File: src/rtl/fpdiv_ctrl.sv
// -----------------------------------------------------------------------------
// fpdiv_ctrl -- sequencer for a Goldschmidt floating-point divider datapath.
//
// One division runs as follows:
//   INIT_D : regB <= ia*d, regA <= ~(ia*d)      (first divisor product / factor)
//   INIT_Q : regC <= ia*x                       (first quotient estimate)
//   ITERS times:
//     ITER_Q : regC <= K*Q                      (quotient refinement)
//     ITER_D : regB <= K*D, regA <= ~(K*D)      (skipped on the last pass)
//   DONE   : one-cycle done pulse, regC holds the quotient
// ITER_Q comes before ITER_D so the quotient update reads regA before the
// divisor update overwrites it.
//
// Parameters
//   ITERS     number of refinement iterations, legal range 1..7
// Ports
//   clock     rising-edge clock
//   reset     synchronous, active-high reset
//   start     begin one division (ignored while busy)
//   sel_muxa  A-mux select: 0 regA, 1 d, 2 ia
//   sel_muxb  B-mux select: 0 d, 1 x, 2 regB, 3 regC
//   enA/enB/enC  load enables for regA/regB/regC
//   busy      high from INIT_D through the last ITER_Q
//   done      one-cycle pulse in the DONE state
//   iter_cnt  current refinement iteration index
// All outputs are Moore outputs decoded from the state and counter registers.
// -----------------------------------------------------------------------------
module fpdiv_ctrl #(
  parameter int ITERS = 3
) (
  input  logic       clock,
  input  logic       reset,
  input  logic       start,
  output logic [1:0] sel_muxa,
  output logic [1:0] sel_muxb,
  output logic       enA,
  output logic       enB,
  output logic       enC,
  output logic       busy,
  output logic       done,
  output logic [2:0] iter_cnt
);

  typedef enum logic [2:0] {
    S_IDLE,
    S_INIT_D,
    S_INIT_Q,
    S_ITER_Q,
    S_ITER_D,
    S_DONE
  } state_t;

  // Mux encodings, named so the decode below reads like the schedule.
  localparam logic [1:0] A_REGA = 2'd0;
  localparam logic [1:0] A_IA   = 2'd2;
  localparam logic [1:0] B_D    = 2'd0;
  localparam logic [1:0] B_X    = 2'd1;
  localparam logic [1:0] B_REGB = 2'd2;
  localparam logic [1:0] B_REGC = 2'd3;

  localparam logic [2:0] LAST_ITER = 3'(ITERS - 1);

  state_t     state_q, state_d;
  logic [2:0] iter_cnt_q, iter_cnt_d;

  // NOTE: state registers use non-blocking assignments so every flop samples
  // the pre-edge values of the others, independent of block ordering.
  always_ff @(posedge clock) begin
    if (reset) begin
      state_q    <= S_IDLE;
      iter_cnt_q <= '0;
    end else begin
      state_q    <= state_d;
      iter_cnt_q <= iter_cnt_d;
    end
  end

  // Next-state and output decode.
  // NOTE: every signal driven here gets a default before the case statement,
  // so no path leaves a value unassigned and no latch is inferred.
  always_comb begin
    state_d    = state_q;
    iter_cnt_d = iter_cnt_q;
    sel_muxa   = A_REGA;
    sel_muxb   = B_D;
    enA        = 1'b0;
    enB        = 1'b0;
    enC        = 1'b0;
    busy       = 1'b0;
    done       = 1'b0;

    unique case (state_q)
      S_IDLE: begin
        if (start) begin
          state_d    = S_INIT_D;
          iter_cnt_d = '0;
        end
      end

      S_INIT_D: begin
        sel_muxa = A_IA;
        sel_muxb = B_D;
        enA      = 1'b1;
        enB      = 1'b1;
        busy     = 1'b1;
        state_d  = S_INIT_Q;
      end

      S_INIT_Q: begin
        sel_muxa = A_IA;
        sel_muxb = B_X;
        enC      = 1'b1;
        busy     = 1'b1;
        state_d  = S_ITER_Q;
      end

      S_ITER_Q: begin
        sel_muxa = A_REGA;
        sel_muxb = B_REGC;
        enC      = 1'b1;
        busy     = 1'b1;
        // The last pass needs no divisor update, so it goes straight to DONE.
        state_d  = (iter_cnt_q == LAST_ITER) ? S_DONE : S_ITER_D;
      end

      S_ITER_D: begin
        sel_muxa   = A_REGA;
        sel_muxb   = B_REGB;
        enA        = 1'b1;
        enB        = 1'b1;
        busy       = 1'b1;
        iter_cnt_d = iter_cnt_q + 3'd1;
        state_d    = S_ITER_Q;
      end

      S_DONE: begin
        done = 1'b1;
        // A start here chains the next division with no idle gap.
        if (start) begin
          state_d    = S_INIT_D;
          iter_cnt_d = '0;
        end else begin
          state_d    = S_IDLE;
        end
      end

      default: begin
        state_d    = S_IDLE;
        iter_cnt_d = '0;
      end
    endcase
  end

  assign iter_cnt = iter_cnt_q;

endmodule

File: config.mk
export PLATFORM = sky130hd
export DESIGN_NAME = fpdiv_ctrl
export DESIGN_NICKNAME = d
export VERILOG_FILES = /design/src/rtl/fpdiv_ctrl.sv
export SDC_FILE = /design/constraint.sdc
export NUM_CORES = 1
export LEC_CHECK = 0
export BUFFER_PORTS_ARGS = -buffer_cell sky130_fd_sc_hd__clkbuf_2
export CAP_MARGIN = 20
export CELL_PAD_IN_SITES_DETAIL_PLACEMENT = 1
export CELL_PAD_IN_SITES_GLOBAL_PLACEMENT = 1
export CORE_AREA = 5 5 42 44
export CTS_BUF_LIST = sky130_fd_sc_hd__clkbuf_2 sky130_fd_sc_hd__clkbuf_4 sky130_fd_sc_hd__clkbuf_8
export DETAILED_ROUTE_END_ITERATION = 8
export DIE_AREA = 0 0 47 49
export PLACE_DENSITY = 0.77
export SLEW_MARGIN = 10
export SYNTH_ARGS = -nofsm -noshare
export SYNTH_HDL_FRONTEND = slang
export SYNTH_SLANG_ARGS = --single-unit
export TNS_END_PERCENT = 100
File: constraint.sdc
create_clock -name clock -period 1.3 [get_ports clock]
set_clock_uncertainty 0.1 [all_clocks]
set_input_delay 0.065 -clock clock [delete_from_list [all_inputs] [get_ports clock]]
set_output_delay 0.065 -clock clock [all_outputs]
set_load 0.01 [all_outputs]
=== Word level (Yosys, flattened, before mapping) ===
Index checks and enable logic that the tools add are counted.
W data, S select, Z words.

* Input port bits: 3
* Output and inout bits: 12
* Word-level logic and storage cells: 33
* Bits in registers: 6

* Mux-type cells: 12
* Reduce and logical (&&, ||, !) cells: 9
* Add/subtract/negate cells: 1
* Equality and inequality tests: 8
* Bitwise gates (word level): 1

{| class="wikitable"
|+ Operators with widths
! operator !! number
|-
| $pmux W3 S5 || 1
|-
| $reduce_or A2 Y1 || 5
|-
| $eq A3 B2 Y1 const B || 3
|-
| $pmux W3 S3 || 1
|-
| $eq A3 B3 Y1 const B || 2
|-
| $mux W1 || 6
|-
| $mux W3 || 2
|-
| $pmux W2 S3 || 1
|-
| $reduce_or A4 Y1 || 1
|-
| $add A3 B1 Y3 const B || 1
|-
| $eq A3 B1 Y1 const B || 1
|-
| $logic_not A3 Y1 || 1
|-
| $reduce_or A3 Y1 || 1
|-
| $mux W2 || 1
|-
| $ne A2 B1 Y1 const B || 1
|-
| $ne A2 B2 Y1 const B || 1
|-
| $reduce_and A2 Y1 || 1
|-
| $not A1 Y1 || 1
|}

=== Depth between registers and ports, before layout ===
Gate-level depths: netlist of run 1.

* Word-level depth: 4
* Mapped depth: 5
* Gate-level depth less buffers: 5

=== Least setup slack after synthesis of run 1 ===
Ideal clock, no wire load.

* Kind: reg-to-output
* From: reg state_q[2]
* To: out busy
* Buffers on the path: 1
* Required time: 1.135 ns
* Cell stages (with the launch flop): 5
* Arrival: 1.131 ns
* Setup slack: 0.004 ns
* Cell sequence: dfxtp_1 -> buf_2 -> nor2b_1 -> a21o_1 -> or2_1

* Word-level cells in the longest chain between the ends: 3
* Elaborated cells between the ends (all ways): 6
* Those cells by class: eq/ne (4); mux (1); reduce/logical (1)

{| class="wikitable"
|+ RTL lines
! item !! RTL line !! RTL
|-
| from (decl) || 63 || <nowiki>state_t state_q, state_d;</nowiki>
|-
| from (signal assigned) || 73 || <nowiki>state_q <= state_d;</nowiki>
|-
| $eq A3 B3 Y1, or another cell as far along || 92 || <nowiki>unique case (state_q)</nowiki>
|-
| $reduce_or A4 Y1 (no source line) (*) || - ||
|-
| $mux W1 (*) || 92 ||
|-
| to (decl) || 39 || <nowiki>output logic busy,</nowiki>
|}

Mark *: on every way between the ends. The rest lies on a longest branch, timed or not.

=== Final worst setup path of run 1 ===
* From: reg state_q[1]
* To: out busy

The elaborated chain is that of the path after synthesis.

==> flow_summary.yaml, run 1 <==
clock_network:
  cts_root_buffer: "clkbuf_4"
  htreeDepth: 1
  cts_tree: "yes"
  clockBufferDepth: 2
  clk_latency_ns: 0.24
  cts_buffers: 3
  cts_sinks: 6
  clk_transition_reported_paths_ns: 0.04
floorplanning:
  dieArea_um2: 2300
  chipHeight_um: 49
  core-area_um2: 1400
  fp.dieW_um: 47
  io_pins: 15
  num_rows: 14
  start_util: 0.287
min_path:
  holdPathStages: 4
  whs_endpoint: "state_q[0]$_SDFFE_PP0P_"
  min_path_type: "primary input to flop"
  hold_start: "start"
route:
  drt_iter0_drc: 4
  final_antenna_net_count: 0
  vias_per_cell: 5.09
  wl_um: 1530
  wl_per_cell_um: 16.7
  dr.pass1.iters: 4
  num_vias: 468
  drc: 0
placed_design:
  port-buffer-count: 13
  place_inst: 78
  dp_slack_ns: -0.0731
  routabilityCongestion: 0.657
  dpl.hpwl_um: 794
yosys:
  ys_async_sr_fraction: 0
  ys_seq_elements: 6
  synthMostInstantiatedCell: "dfxtp_1"
  yosys_most_used_dff: "dfxtp_1"
  ys_seq_area_frac: 0.299
  ys_types: 27
  synth_top_area_cell: "dfxtp_1"
  ys_top_cells_by_area: "dfxtp_1, ha_1, buf_4"
  yosys-top-cells-count: "dfxtp_1, nor2_1, buf_2, buf_4, nor2b_1"
  synth_edf_count: 0
  synth_cells: 47
  syn_nets: 52
  synth.cell_area_um2: 402
  synth.top_cell.area_share: 0.299
  ys_warn_count: 0
  avgSynthCellArea_um2: 8.55
sta:
  finalMaxSlewViolations: 0
  hold_viol_final: 0
  grt_setup_unrepaired: "true"
  fmax_ghz: 0.697
  setup_viol: 7
  min_period_ns: 1.43
  final.period_utilization: 1.10
  setup_ws_ns: -0.134
  whs_ns: 0.177
critical_path:
  arrival_ns: 1.27
  required_ns: 1.13
  regToRegStartpoint: "state_q[1]$_SDFFE_PP0P_"
  critical_path_peak_fanout: 4
  startpoint: "state_q[1]$_SDFFE_PP0P_"
  endpoint_kind: "output port"
  cp-start-kind: "flop"
  crit_type: "flop to output port"
  rr_endpoint: "iter_cnt[2]$_SDFFE_PP0P_"
  rr_worst_depth: 4
  r2r_slack_ns: -0.13
grt:
  grt_pass1_vias: 491
  track_usage: 0.139
  grt_overflow: 0
  grt_pass1_wl_um: 2300
  antenna_found_initial: 0
  grt_max_degree: 6
run:
  cap_violations: 0
cells_and_area:
  antenna_cells_inserted: 0
  register_area_um2: 131
  nNetsFinal: 83
  syn_to_final_growth_pct: 85.4
  fin_cells: 92
  nFillCells: 167
  multi_input_area_um2: 318
  drive_above_1_share: 0.697
power_and_ir_drop:
  total_leakage_power_nw: 0.358
  vdd_drop_max_mv: 0.482
  power_density_nw_per_um2: 883
run_status:
  outcome: "finished with violations"
  violations: "setup timing"
sequential cells by signal, summed over array words and instances, names as in the netlist:
| signal | count |
|---|---|
| iter_cnt | 3 |
| state_q | 3 |
layout make-up:
class	instances	area share
clock buffers	3	0.0303
inverters	2	0.0101
multi-input cells	33	0.427
flip-flops and latches	6	0.176
well taps	16	0.0269
repair buffers	32	0.329
repair_timing:
item / 4_1_cts / 5_1_grt
pin swaps: 5 / 6
hold buffers: 1 / 0
setup endpoints to repair: 10 / 12
buffers inserted: 9 / 2
endpoints found under the hold margin: 3 / 0
gates resized for setup: 12 / 23
power by group:
group,switching (mW),internal [mW],total (mW)
Combinational,0.123,0.155,0.278
Clock,0.0667,0.104,0.171
Sequential,0.0132,0.194,0.208
Total,0.203,0.454,0.657
cell usage in the layout, fill, tap and decap left out:
cell,instances
clkbuf_4,3
o21ai_2,1
clkbuf_2,9
dfxtp_1,1
nor3b_2,1
nand3b_1,2
dfxtp_4,2
nor2_1,3
and3_1,1
dlygate4sd3_1,1
dfxtp_2,3
and2_4,1
nand2b_1,1
buf_6,8
o32ai_2,1
a211oi_2,2
xnor2_4,1
ha_1,2
or2_1,1
a21oi_2,1
nand2_1,1
inv_1,2
o21ai_0,1
nor2b_2,1
a2bb2oi_4,1
conb_1,1
a21oi_1,1
a21o_1,2
o311a_1,1
nor2_2,1
nor2b_4,2
a211o_1,1
buf_2,2
or3b_4,1
xnor2_1,1
buf_4,12
logic make-up (layout without fill, tap and decap cells):
group,Yosys count,count (layout),share of synthesized area
AND/OR/NAND/NOR,16,16,0.246
other,1,1,0.00934
AO/OA/AOI/OAI,12,12,0.227
adder cells (fa/ha/maj),2,2,0.0623
XOR/XNOR,2,2,0.0436
buffers and inverters,8,37,0.112
flip-flops,6,6,0.299
stage by stage:
stage	setup TNS [ns]	total power, mW	instance area [um2]	utilization
CTS	-0.506	0.602	648	0.463
global route	-1.06	0.697	744	0.531
finish	-0.602	0.657	744	0.531
floorplan	0	0.305	402	-
global placement	-0.0284	0.362	509	0.363
detailed placement	-0.0731	0.366	509	0.363
critical path, cell delays in order (launching register included):
cell and delay [ns]:
dfxtp_4 0.35, buf_6 0.13, xnor2_4 0.14, nor2_2 0.06, or2_1 0.21, clkbuf_2 0.13
per-layer routing:
layer  GRT usage  share of wire
met1       0.156           0.37
met2       0.224           0.58
met3      0.0369          0.035
met4      0.0783          0.018
met5           0              0
worst max-delay path by stage:
stage	slack, ns	cells after the start	end
2_1_floorplan	0.004	4	busy
3_3_place_gp	-0.03	3	iter_cnt[2]$_SDFFE_PP0P_
3_5_place_dp	-0.07	3	iter_cnt[2]$_SDFFE_PP0P_
4_1_cts	-0.11	5	busy
5_1_grt	-0.17	5	busy
6_report	-0.13	5	busy
No activity file was read; power rests on OpenSTA's default activity.
==> inputs of run 2 (changes only) <==
==> config.mk (replaced) <==
export PLATFORM = sky130hd
export DESIGN_NAME = fpdiv_ctrl
export DESIGN_NICKNAME = d
export VERILOG_FILES = /design/src/rtl/fpdiv_ctrl.sv
export SDC_FILE = /design/constraint.sdc
export NUM_CORES = 1
export LEC_CHECK = 0
export ABC_AREA = 1
export BUFFER_PORTS_ARGS = -buffer_cell sky130_fd_sc_hd__clkbuf_2
export CAP_MARGIN = 20
export CELL_PAD_IN_SITES_DETAIL_PLACEMENT = 1
export CELL_PAD_IN_SITES_GLOBAL_PLACEMENT = 1
export CORE_MARGIN = 5
export CORE_UTILIZATION = 29
export CTS_BUF_LIST = sky130_fd_sc_hd__clkbuf_16
export DETAILED_ROUTE_END_ITERATION = 8
export PLACE_DENSITY = 0.79
export SLEW_MARGIN = 10
export SYNTH_ARGS = -nofsm -noshare
export SYNTH_HDL_FRONTEND = slang
export SYNTH_SLANG_ARGS = --single-unit
export TNS_END_PERCENT = 100
==> run 2 against run 1 <==
Net effect:
- the flow now finishes without violations
- sequential power is 5% higher
- non-clock buffer count down 16
- total power increased by 32%
- critical path type unchanged
- critical endpoint unchanged
==> flow_summary.yaml, run 2 <==
clock_network:
  htreeDepth: 1
  clk_transition_reported_paths_ns: 0.03
  cts_root_buffer: "clkbuf_16"
  cts_sinks: 6
  cts_tree: "yes"
  clockBufferDepth: 2
  clk_latency_ns: 0.23
  cts_buffers: 3
power_and_ir_drop:
  combPwrFrac: 0.179
  netSwitchingFraction: 0.244
  p_int_mw: 0.657
  vdd_drop_max_mv: 0.698
  power_density_nw_per_um2: 1510
  p_total_mw: 0.869
  total_leakage_power_nw: 0.313
  seq_power_share: 0.251
  clock_power_share: 0.571
  p_switching_mw: 0.212
floorplanning:
  chipHeight_um: 46.8
  num_rows: 13
  core-area_um2: 1280
  fp.dieW_um: 46.8
  start_util: 0.306
  dieArea_um2: 2190
  io_pins: 15
yosys:
  ys_seq_area_frac: 0.306
  syn_nets: 66
  ys_warn_count: 0
  synth_xor_area_frac: 0
  ys_seq_elements: 6
  avgSynthCellArea_um2: 6.44
  ys_async_sr_fraction: 0
  synthMostInstantiatedCell: "nand2_1"
  synth_cells: 61
  yosys-top-cells-count: "nand2_1, inv_1, dfxtp_1, nand3_1, nor2_1"
  synth.cell_area_um2: 393
  ys_types: 17
  ys_top_cells_by_area: "dfxtp_1, nand2_1, nand3_1"
  synth-compound-area-share: 0.0637
  synth.top_cell.area_share: 0.306
  synth_top_area_cell: "dfxtp_1"
  synth_fa_ha_area_frac: 0.0637
  yosys.area_share.simple: 0.395
  synthMuxAreaShare: 0
  synth_edf_count: 0
  synth_top_family_by_area: "simple AND/OR/NAND/NOR gates"
  yosys_most_used_dff: "dfxtp_1"
sta:
  finalMaxSlewViolations: 0
  grt_setup_unrepaired: "true"
  final.period_utilization: 0.993
  min_period_ns: 1.29
  setup_viol: 0
  hold_viol_final: 0
  fmax_ghz: 0.774
route:
  final_antenna_net_count: 0
  dr.pass1.iters: 2
  wl_per_cell_um: 12.0
  drt_iter0_drc: 2
  drc: 0
  wl_um: 1110
  num_vias: 426
  vias_per_cell: 4.63
critical_path:
  required_ns: 1.13
  endpoint_kind: "output port"
  crit_type: "flop to output port"
  crit_path_top_delay_cell: "dfxtp_4"
  critical_path_peak_fanout: 5
  arrival_ns: 1.13
  cp-start-kind: "flop"
  crit_chain: "inv_4 -> nor2_4 -> nand2_2 -> nand4_1 -> buf_2"
  rr_worst_depth: 7
  critPathMaxStageDelay_ns: 0.38
cells_and_area:
  final_core_util: 0.448
  syn_to_final_growth_pct: 46.5
  nFillCells: 178
  drive_above_1_share: 0.403
  most-common-layout-cells: "nand2_1, clkbuf_2, inv_1"
  antenna_cells_inserted: 0
  final_area_um2: 576
  nNetsFinal: 84
run_status:
  outcome: "finished clean"
grt:
  track_usage: 0.118
  antenna_found_initial: 0
  grt_overflow: 0
  grt_pass1_wl_um: 1760
  grt_pass1_vias: 410
  grt_max_degree: 7
placed_design:
  routabilityCongestion: 0.745
  dpl.hpwl_um: 810
  port-buffer-count: 13
  placed_cell_area_um2: 454
run:
  cap_violations: 0
min_path:
  holdPathStages: 5
  min_path_type: "primary input to flop"
-- run 2: cell count changes in the layout (fill, tap and decap cells not counted), moves of 3 or more --
cell / previous run / this run
buf_4: 12 / 2
buf_6: 8 / 0
clkbuf_16: 0 / 3
clkbuf_2: 9 / 12
clkbuf_4: 3 / 0
inv_1: 2 / 8
nand2_1: 1 / 12
nand2_2: 0 / 3
nand3_1: 0 / 5
nor2_1: 3 / 6
-- run 2: power by group through the flow --
stage / clock [mW] / combinational [mW] / sequential [mW]
2_1_floorplan: 0 / 0.0985 / 0.210
3_3_place_gp: 0 / 0.133 / 0.214
3_5_place_dp: 0 / 0.136 / 0.214
4_1_cts: 0.502 / 0.139 / 0.212
5_1_grt: 0.511 / 0.172 / 0.221
6_report: 0.496 / 0.155 / 0.218
-- run 2: area by class of cell --
cell class | instances | area, um2 | share of cell area
flip-flops and latches | 6 | 126 | 0.220
inverters | 11 | 43.8 | 0.0761
multi-input cells | 41 | 221 | 0.385
well taps | 15 | 18.8 | 0.0326
repair buffers | 16 | 90.1 | 0.157
clock buffers | 3 | 75.1 | 0.130
-- run 2: path summary, 6_finish.rpt --
check                      startpoint                  endpoint  slack (ns)
max           state_q[1]$_SDFFE_PP0P_                      busy       0.009
min                             start   state_q[0]$_SDFFE_PP0P_        0.17
max reg2reg   state_q[1]$_SDFFE_PP0P_   state_q[0]$_SDFFE_PP0P_        0.10
min reg2reg  iter_cnt[1]$_SDFFE_PP0P_  iter_cnt[1]$_SDFFE_PP0P_        0.42
-- run 2: logic make-up after synthesis --
logic type / count (synthesis)
flops: 6
other cells: 1
fa+ha+maj: 2
simple gates: 33
compound gates: 5
buf+inv: 14
-- run 2: worst max-delay path: cells and delay by family (launching register included) --
| family | cells | cell delay (ns) |
|---|---|---|
| buffers and inverters | 2 | 0.18 |
| DFF | 1 | 0.38 |
| and+or+nand+nor | 3 | 0.33 |
-- run 2: repair_timing --
action | 4_1_cts | 5_1_grt
buffers inserted | 0 | 2
cloned | 0 | 0
hold endpoints to repair | 3 | 0
endpoints found under the setup margin | 5 | 6
pin swaps | 1 | 2
resized for setup | 3 | 6
hold buffers | 1 | 0
-- run 2: metal layers --
layer | up-vias | global-route usage | part of all wire
met1 | 192 | 0.134 | 0.42
met4 | 0 | 0.0663 | 0.017
met5 | - | 0 | 0
met3 | 4 | 0.0460 | 0.069
met2 | 12 | 0.187 | 0.50
li1 | 218 | - | -
-- run 2: metrics by stage --
| step | instances | hold slack [ns] | worst slack [ns] | TNS [ns] |
|---|---|---|---|---|
| 3_5_place_dp | 86 | 0.186 | 0.159 | 0 |
| 6_report | 92 | 0.170 | 0.00852 | 0 |
| 5_1_grt | 92 | 0.197 | -0.0268 | -0.0275 |
| 3_3_place_gp | 86 | 0.192 | 0.184 | 0 |
| 4_1_cts | 90 | 0.176 | 0.00822 | 0 |
| 2_1_floorplan | 61 | 0.0341 | 0.190 | 0 |
